`config.mk`:
```
export PLATFORM = sky130hd
export DESIGN_NAME = hdmi_timing_ctrl
export DESIGN_NICKNAME = d
export VERILOG_FILES = /design/src/rtl/hdmi_timing_pkg.sv /design/src/rtl/hdmi_timing_cnt.sv /design/src/rtl/hdmi_timing_ctrl.sv
export SDC_FILE = /design/constraint.sdc
export NUM_CORES = 1
export LEC_CHECK = 0
export ABC_AREA = 0
export CORE_UTILIZATION = 46
export CTS_BUF_LIST = sky130_fd_sc_hd__clkbuf_4
export CTS_CLUSTER_SIZE = 12
export DETAILED_ROUTE_END_ITERATION = 10
export PLACE_DENSITY = 0.79
export SLEW_MARGIN = 10
export SYNTH_ARGS = -nofsm -noshare
export SYNTH_HDL_FRONTEND = slang
export SYNTH_SLANG_ARGS = --single-unit
```
`constraint.sdc`:
```
create_clock -name sys_clk -period 2 [get_ports sys_clk]
set_input_delay 0.2 -clock sys_clk [delete_from_list [all_inputs] [get_ports sys_clk]]
set_output_delay 0.2 -clock sys_clk [all_outputs]
set_load 0.02 [all_outputs]
```
`src/rtl/hdmi_timing_pkg.sv`:
```
// Shared constants, FSM encoding and stage bundle for the HDMI timing path.
// Defaults describe 640x480@60 with a 25.175 MHz pixel clock.
package hdmi_timing_pkg;

    localparam int CNT_W = 12;
    localparam int RGB_W = 24;

    localparam int H_SYNC_D   = 96;
    localparam int H_BACK_D   = 48;
    localparam int H_ACTIVE_D = 640;
    localparam int H_FRONT_D  = 16;
    localparam int V_SYNC_D   = 2;
    localparam int V_BACK_D   = 33;
    localparam int V_ACTIVE_D = 480;
    localparam int V_FRONT_D  = 10;

    localparam logic [1:0] ST_IDLE  = 2'd0;
    localparam logic [1:0] ST_RUN   = 2'd1;
    localparam logic [1:0] ST_DRAIN = 2'd2;

    typedef struct packed {
        logic hsync;
        logic vsync;
        logic de;
    } sync_t;

    function automatic logic in_window(
        input logic [CNT_W-1:0] cnt,
        input int               lo,
        input int               len
    );
        return (cnt >= CNT_W'(lo)) && (cnt < CNT_W'(lo + len));
    endfunction

endpackage

```
`src/rtl/hdmi_timing_cnt.sv`:
```
// Horizontal/vertical raster counter pair.
// Held at zero while cleared; wrap flags mark the last column/line.
module hdmi_timing_cnt
    import hdmi_timing_pkg::*;
#(
    parameter int H_TOTAL = 800,
    parameter int V_TOTAL = 525
) (
    input  logic             clk,
    input  logic             rst,
    input  logic             run,
    input  logic             clear,
    output logic [CNT_W-1:0] h_cnt,
    output logic [CNT_W-1:0] v_cnt,
    output logic             h_wrap,
    output logic             v_wrap
);

    localparam logic [CNT_W-1:0] H_LAST = CNT_W'(H_TOTAL - 1);
    localparam logic [CNT_W-1:0] V_LAST = CNT_W'(V_TOTAL - 1);
    localparam logic [CNT_W-1:0] ONE    = CNT_W'(1);

    assign h_wrap = (h_cnt == H_LAST);
    assign v_wrap = (v_cnt == V_LAST);

    always_ff @(posedge clk or posedge rst) begin
        if (rst) begin
            h_cnt <= '0;
            v_cnt <= '0;
        end else if (clear) begin
            h_cnt <= '0;
            v_cnt <= '0;
        end else if (run) begin
            if (h_wrap) begin
                h_cnt <= '0;
                v_cnt <= v_wrap ? '0 : v_cnt + ONE;
            end else begin
                h_cnt <= h_cnt + ONE;
            end
        end
    end

endmodule

```
`src/rtl/hdmi_timing_ctrl.sv`:
```
// Video timing sequencer: frame-aligned start/stop FSM, region decode,
// one-ahead pixel request and a 2-stage output pipeline to the encoder.
module hdmi_timing_ctrl
    import hdmi_timing_pkg::*;
#(
    parameter int H_SYNC   = H_SYNC_D,
    parameter int H_BACK   = H_BACK_D,
    parameter int H_ACTIVE = H_ACTIVE_D,
    parameter int H_FRONT  = H_FRONT_D,
    parameter int V_SYNC   = V_SYNC_D,
    parameter int V_BACK   = V_BACK_D,
    parameter int V_ACTIVE = V_ACTIVE_D,
    parameter int V_FRONT  = V_FRONT_D,
    parameter bit SYNC_POL = 1'b0
) (
    input  logic             sys_clk,
    input  logic             sys_rst,
    input  logic             enable,
    input  logic [RGB_W-1:0] pix_data,
    output logic             pix_req,
    output logic [CNT_W-1:0] pix_x,
    output logic [CNT_W-1:0] pix_y,
    output logic             frame_start,
    output logic             busy,
    output logic             vid_hsync,
    output logic             vid_vsync,
    output logic             vid_de,
    output logic [RGB_W-1:0] vid_rgb
);

    localparam int H_TOTAL = H_SYNC + H_BACK + H_ACTIVE + H_FRONT;
    localparam int V_TOTAL = V_SYNC + V_BACK + V_ACTIVE + V_FRONT;
    localparam int H_START = H_SYNC + H_BACK;
    localparam int V_START = V_SYNC + V_BACK;

    localparam logic [CNT_W-1:0] H_SYNC_END = CNT_W'(H_SYNC);
    localparam logic [CNT_W-1:0] V_SYNC_END = CNT_W'(V_SYNC);
    localparam logic [CNT_W-1:0] H_OFS      = CNT_W'(H_START);
    localparam logic [CNT_W-1:0] V_OFS      = CNT_W'(V_START);

    localparam sync_t SYNC_IDLE = '{hsync: ~SYNC_POL, vsync: ~SYNC_POL, de: 1'b0};

    logic [1:0]       state;
    logic [1:0]       state_nxt;
    logic             running;
    logic             frame_end;
    logic [CNT_W-1:0] h_cnt;
    logic [CNT_W-1:0] v_cnt;
    logic             h_wrap;
    logic             v_wrap;
    logic             h_act;
    logic             v_act;
    sync_t            s0;
    sync_t            s1;

    assign running   = (state != ST_IDLE);
    assign frame_end = h_wrap & v_wrap;

    hdmi_timing_cnt #(
        .H_TOTAL (H_TOTAL),
        .V_TOTAL (V_TOTAL)
    ) u_cnt (
        .clk    (sys_clk),
        .rst    (sys_rst),
        .run    (running),
        .clear  (~running),
        .h_cnt  (h_cnt),
        .v_cnt  (v_cnt),
        .h_wrap (h_wrap),
        .v_wrap (v_wrap)
    );

    // Enable only decides what happens at the next frame boundary;
    // it never cuts the raster short.
    always_comb begin
        state_nxt = state;
        unique case (state)
            ST_IDLE: begin
                if (enable) state_nxt = ST_RUN;
            end
            ST_RUN, ST_DRAIN: begin
                if (enable)         state_nxt = ST_RUN;
                else if (frame_end) state_nxt = ST_IDLE;
                else                state_nxt = ST_DRAIN;
            end
            default: state_nxt = ST_IDLE;
        endcase
    end

    always_ff @(posedge sys_clk or posedge sys_rst) begin
        if (sys_rst) state <= ST_IDLE;
        else         state <= state_nxt;
    end

    assign h_act = in_window(h_cnt, H_START, H_ACTIVE);
    assign v_act = in_window(v_cnt, V_START, V_ACTIVE);

    assign pix_req     = running && h_act && v_act;
    assign pix_x       = pix_req ? h_cnt - H_OFS : '0;
    assign pix_y       = pix_req ? v_cnt - V_OFS : '0;
    assign frame_start = running && (h_cnt == '0) && (v_cnt == '0);
    assign busy        = running;

    assign s0.hsync = (running && (h_cnt < H_SYNC_END)) ? SYNC_POL : ~SYNC_POL;
    assign s0.vsync = (running && (v_cnt < V_SYNC_END)) ? SYNC_POL : ~SYNC_POL;
    assign s0.de    = pix_req;

    always_ff @(posedge sys_clk or posedge sys_rst) begin
        if (sys_rst) s1 <= SYNC_IDLE;
        else         s1 <= s0;
    end

    // pix_data arrives during stage 1, answering last cycle's request.
    always_ff @(posedge sys_clk or posedge sys_rst) begin
        if (sys_rst) begin
            vid_hsync <= ~SYNC_POL;
            vid_vsync <= ~SYNC_POL;
            vid_de    <= 1'b0;
            vid_rgb   <= '0;
        end else begin
            vid_hsync <= s1.hsync;
            vid_vsync <= s1.vsync;
            vid_de    <= s1.de;
            vid_rgb   <= s1.de ? pix_data : '0;
        end
    end

endmodule
```
==> impl_metrics.yaml <==
timing:
  maxSlewHeadroom_pct: 64.1
  maxSlewViolCount: 0
  rsz0062_at_grt: "true"
  setup_viol: 27
  fmax_mhz: 371
  timing.final.crit_period_ns: 2.70
  finalHoldViolations: 0
  fin_crit_sh_pct: 135
  tightest_slew_ns: 0.539
  fin_ws_ns: -0.697
  hold_slack_ns: 0.0812
  fin_skew_ns: 0.0118
routing:
  drt_iter0_markers: 213
  wire_per_inst_um: 17.1
  drcViolationCount: 6
  num_vias: 3009
  routed_wl_um: 9130
  drt_first_pass_iters: 8
  vias_per_cell: 5.62
  antenna_left: 0
status:
  status: "complete, but fails checks"
  failed_checks: "DRC, setup timing"
worst_setup_path:
  crit_arrival_ns: 2.50
  max_stage_delay_ns: 0.65
  cp_slowest_cell: "or4_4"
  worst_ep_required_time_ns: 1.80
  start_kind: "register"
  end_kind: "primary output"
  crit_type: "register to primary output"
  cp_top_family: "simple AND/OR/NAND/NOR gates"
  cpMostUsedCell: "buf_6"
  crit_chain: "inv_2 -> ha_1 -> nor3b_4 -> a221oi_2 -> or4_4 -> buf_6 -> nor3_4 -> buf_6"
  crit_buf_inv: 3
  path_max_fanout: 4
yosys:
  synth.distinct_cells: 56
  async_flop_share_pct: 100
  synth_ff_type: "dfrtp_1"
  netlist_top_cells_area: "dfrtp_1, and2_1, ha_1, xnor2_1, dfstp_2"
  syn_inst: 318
  syn_area_per_cell_sq_um: 9.83
  yosysSeqAreaShare_pct: 45.0
  ys_warn_count: 0
  synth_edf_count: 0
  synthesis.nets: 355
  synthesis.area_sq_mm: 0.00313
  ys_ff_latch: 56
  synth_top_area_cell: "dfrtp_1"
  synth.top_cell.area_share_pct: 41.6
pwr:
  switching_share_pct: 33.0
  p_switching_w: 0.00102
  power.density_mw_per_mm2: 626
  power_w: 0.00308
  power_leakage_nw: 2.19
  seq_power_share_pct: 41.9
  p_clk_share_pct: 21.1
  power.internal_w: 0.00207
  ir_drop_mv: 0.449
  pwr-share-comb_pct: 37.0
grt:
  grt-ovfl-total: 0
  grt_pass1_vias: 2985
  antenna_found_initial: 0
  track_usage_pct: 25.2
  grt_max_degree: 27
  grt_pass1_wl_um: 14100
flow_run:
  maxCapViolations: 0
final_layout:
  area_growth_pct: 57.6
  fin_nets: 494
  num_antenna_cells: 0
  fillers: 409
  final_core_util_pct: 76.3
  drive_above_1_share_pct: 41.9
clock_network:
  cts_buffer_depth: 2
  cts_tree: "done"
  cts.htree.levels: 2
  cts-root-buf: "clkbuf_4"
  cts_made_buffers: 5
  clkTransAtPathRegs_ns: 0.17
  numClockSinks: 56
  clk-insertion-delay-late_ns: 0.39
die:
  initial_core_util_pct: 48.4
  io_pins: 81
  fp.dieArea_sq_mm: 0.00713
  die_h_um: 84.4
  fp.dieW_um: 84.4
  core_area_sq_mm: 0.00646
  rows: 29
placement:
  dpl.hpwl_um: 6170
  place.gp.congestion: 0.916
  numPortBuffers: 79
hold_path:
  hold_class: "primary input to asynchronous set/reset pin"
## cells in the final DEF (no fill, tap or decap), types with 3 or more instances in the layout
cell             count
inv_2                7
ha_1                 5
clkbuf_4             6
nor3_1               6
buf_6               12
nor2b_1              4
nand2_1             16
nor4_4               3
nand3_1              8
and2_1              25
nor4_1               3
ha_4                 4
buf_4               86
dfrtp_1             51
or4_4                4
inv_1               10
buf_12               4
or3_1                8
o21ai_0              9
o31ai_2              3
nand4_1              5
a22o_1               4
a21oi_1             10
clkdlybuf4s50_1     53
a21oi_2              5
nor3b_4              3
dfstp_2              4
xnor2_1             14
nor2_1              13
nor2_4              20
## final cells by class
type	instances	area (sq um)	share of cell area, %
clock buffer	6	45.0	0.914
clock inverter	2	38.8	0.787
sequential	56	1410	28.6
inverter	19	77.6	1.57
multi-input combinational	218	1830	37.2
tap	77	96.3	1.96
timing repair buffer	157	1430	29.0
## metrics by stage
| step | area, sq um | TNS [ns] | cells | setup slack [ns] |
|---|---|---|---|---|
| after global placement | 4520 | -17.27 | 516 | -0.781 |
| after CTS | 4800 | -14.46 | 532 | -0.687 |
| after global routing | 4930 | -17.08 | 535 | -0.796 |
| final | 4930 | -14.73 | 535 | -0.697 |
| after floorplan | 3300 | -1.38 | 318 | -0.0854 |
| after detailed placement | 4520 | -19.25 | 516 | -0.865 |
## registers in the layout (all words and copies together), names as in the netlist
name         flops
vid_hsync        1
u_cnt.v_cnt     12
vid_de           1
u_cnt.h_cnt     12
vid_vsync        1
state            2
vid_rgb         24
s1               3
## power groups by stage
| stage | logic (W) | registers, W | clock network (W) |
|---|---|---|---|
| final | 0.00114 | 0.00129 | 0.000652 |
| after global routing | 0.00121 | 0.00130 | 0.000701 |
| after CTS | 0.00106 | 0.00129 | 0.000660 |
| after detailed placement | 0.000934 | 0.00131 | 0 |
| after global placement | 0.000921 | 0.00130 | 0 |
| after floorplan | 0.000527 | 0.00134 | 0 |
## per-layer routing
layer / global-route usage (%) / vias up / wire, um
met5: 0 / - / 0
met4: 6.63 / 0 / 216
met3: 8.26 / 25 / 944
met2: 43.1 / 189 / 4410
met1: 30.9 / 1429 / 3570
li1: - / 1366 / -
## kinds of logic after synthesis
| logic type | synth area share, % |
|---|---|
| AND/OR/NAND/NOR | 26.5 |
| XOR/XNOR | 4.48 |
| multiplexers | 0.320 |
| flip-flops | 45.0 |
| other | 0.120 |
| buffers and inverters | 7.89 |
| adder cells (fa/ha/maj) | 4.00 |
| AO/OA/AOI/OAI | 11.7 |
## cells in the mapped netlist (5+ instances only)
library cell	n
dfrtp_1	52
and2_1	25
inv_1	19
nand2_1	16
nor2_2	16
a21oi_1	15
nor2_1	14
xnor2_1	14
ha_1	10
nand3_1	10
or3_1	10
o21ai_0	9
buf_2	8
nor3_1	8
buf_6	6
clkbuf_1	6
nand4_1	5
nor4_1	5
or4_1	5
## path summary, 6_finish.rpt
check	start	endpoint	slack [ns]	depth (start not counted)
setup / recovery	u_cnt.h_cnt[1]	pix_x[7]	-0.70	8
min in group sys_clk	pix_data[15]	vid_rgb[15]	0.37	2
hold reg to reg	s1[1]	vid_vsync	0.37	0
max in group asynchronous	sys_rst	s1[1]	1.29	3
setup reg to reg	u_cnt.v_cnt[0]	u_cnt.v_cnt[9]	-0.03	8
hold / removal	sys_rst	u_cnt.h_cnt[5]	0.08	2
## repair_timing
item | 4_1_cts | 5_1_grt
pin swaps | 11 | 12
setup endpoints to repair | 31 | 37
hold buffers | 0 | 0
setup buffers | 8 | 4
gates cloned | 1 | 0
resized for setup | 167 | 25
## worst reg2reg max path, cell delays in order (launching register included)
cell and delay (ns):
dfrtp_1 0.43, buf_6 0.13, buf_6 0.08, buf_6 0.11
buf_6 0.10, nand4_1 0.18, or3_1 0.47, or3_1 0.32
o22ai_1 0.14
No activity file was read; power rests on OpenSTA's default activity.
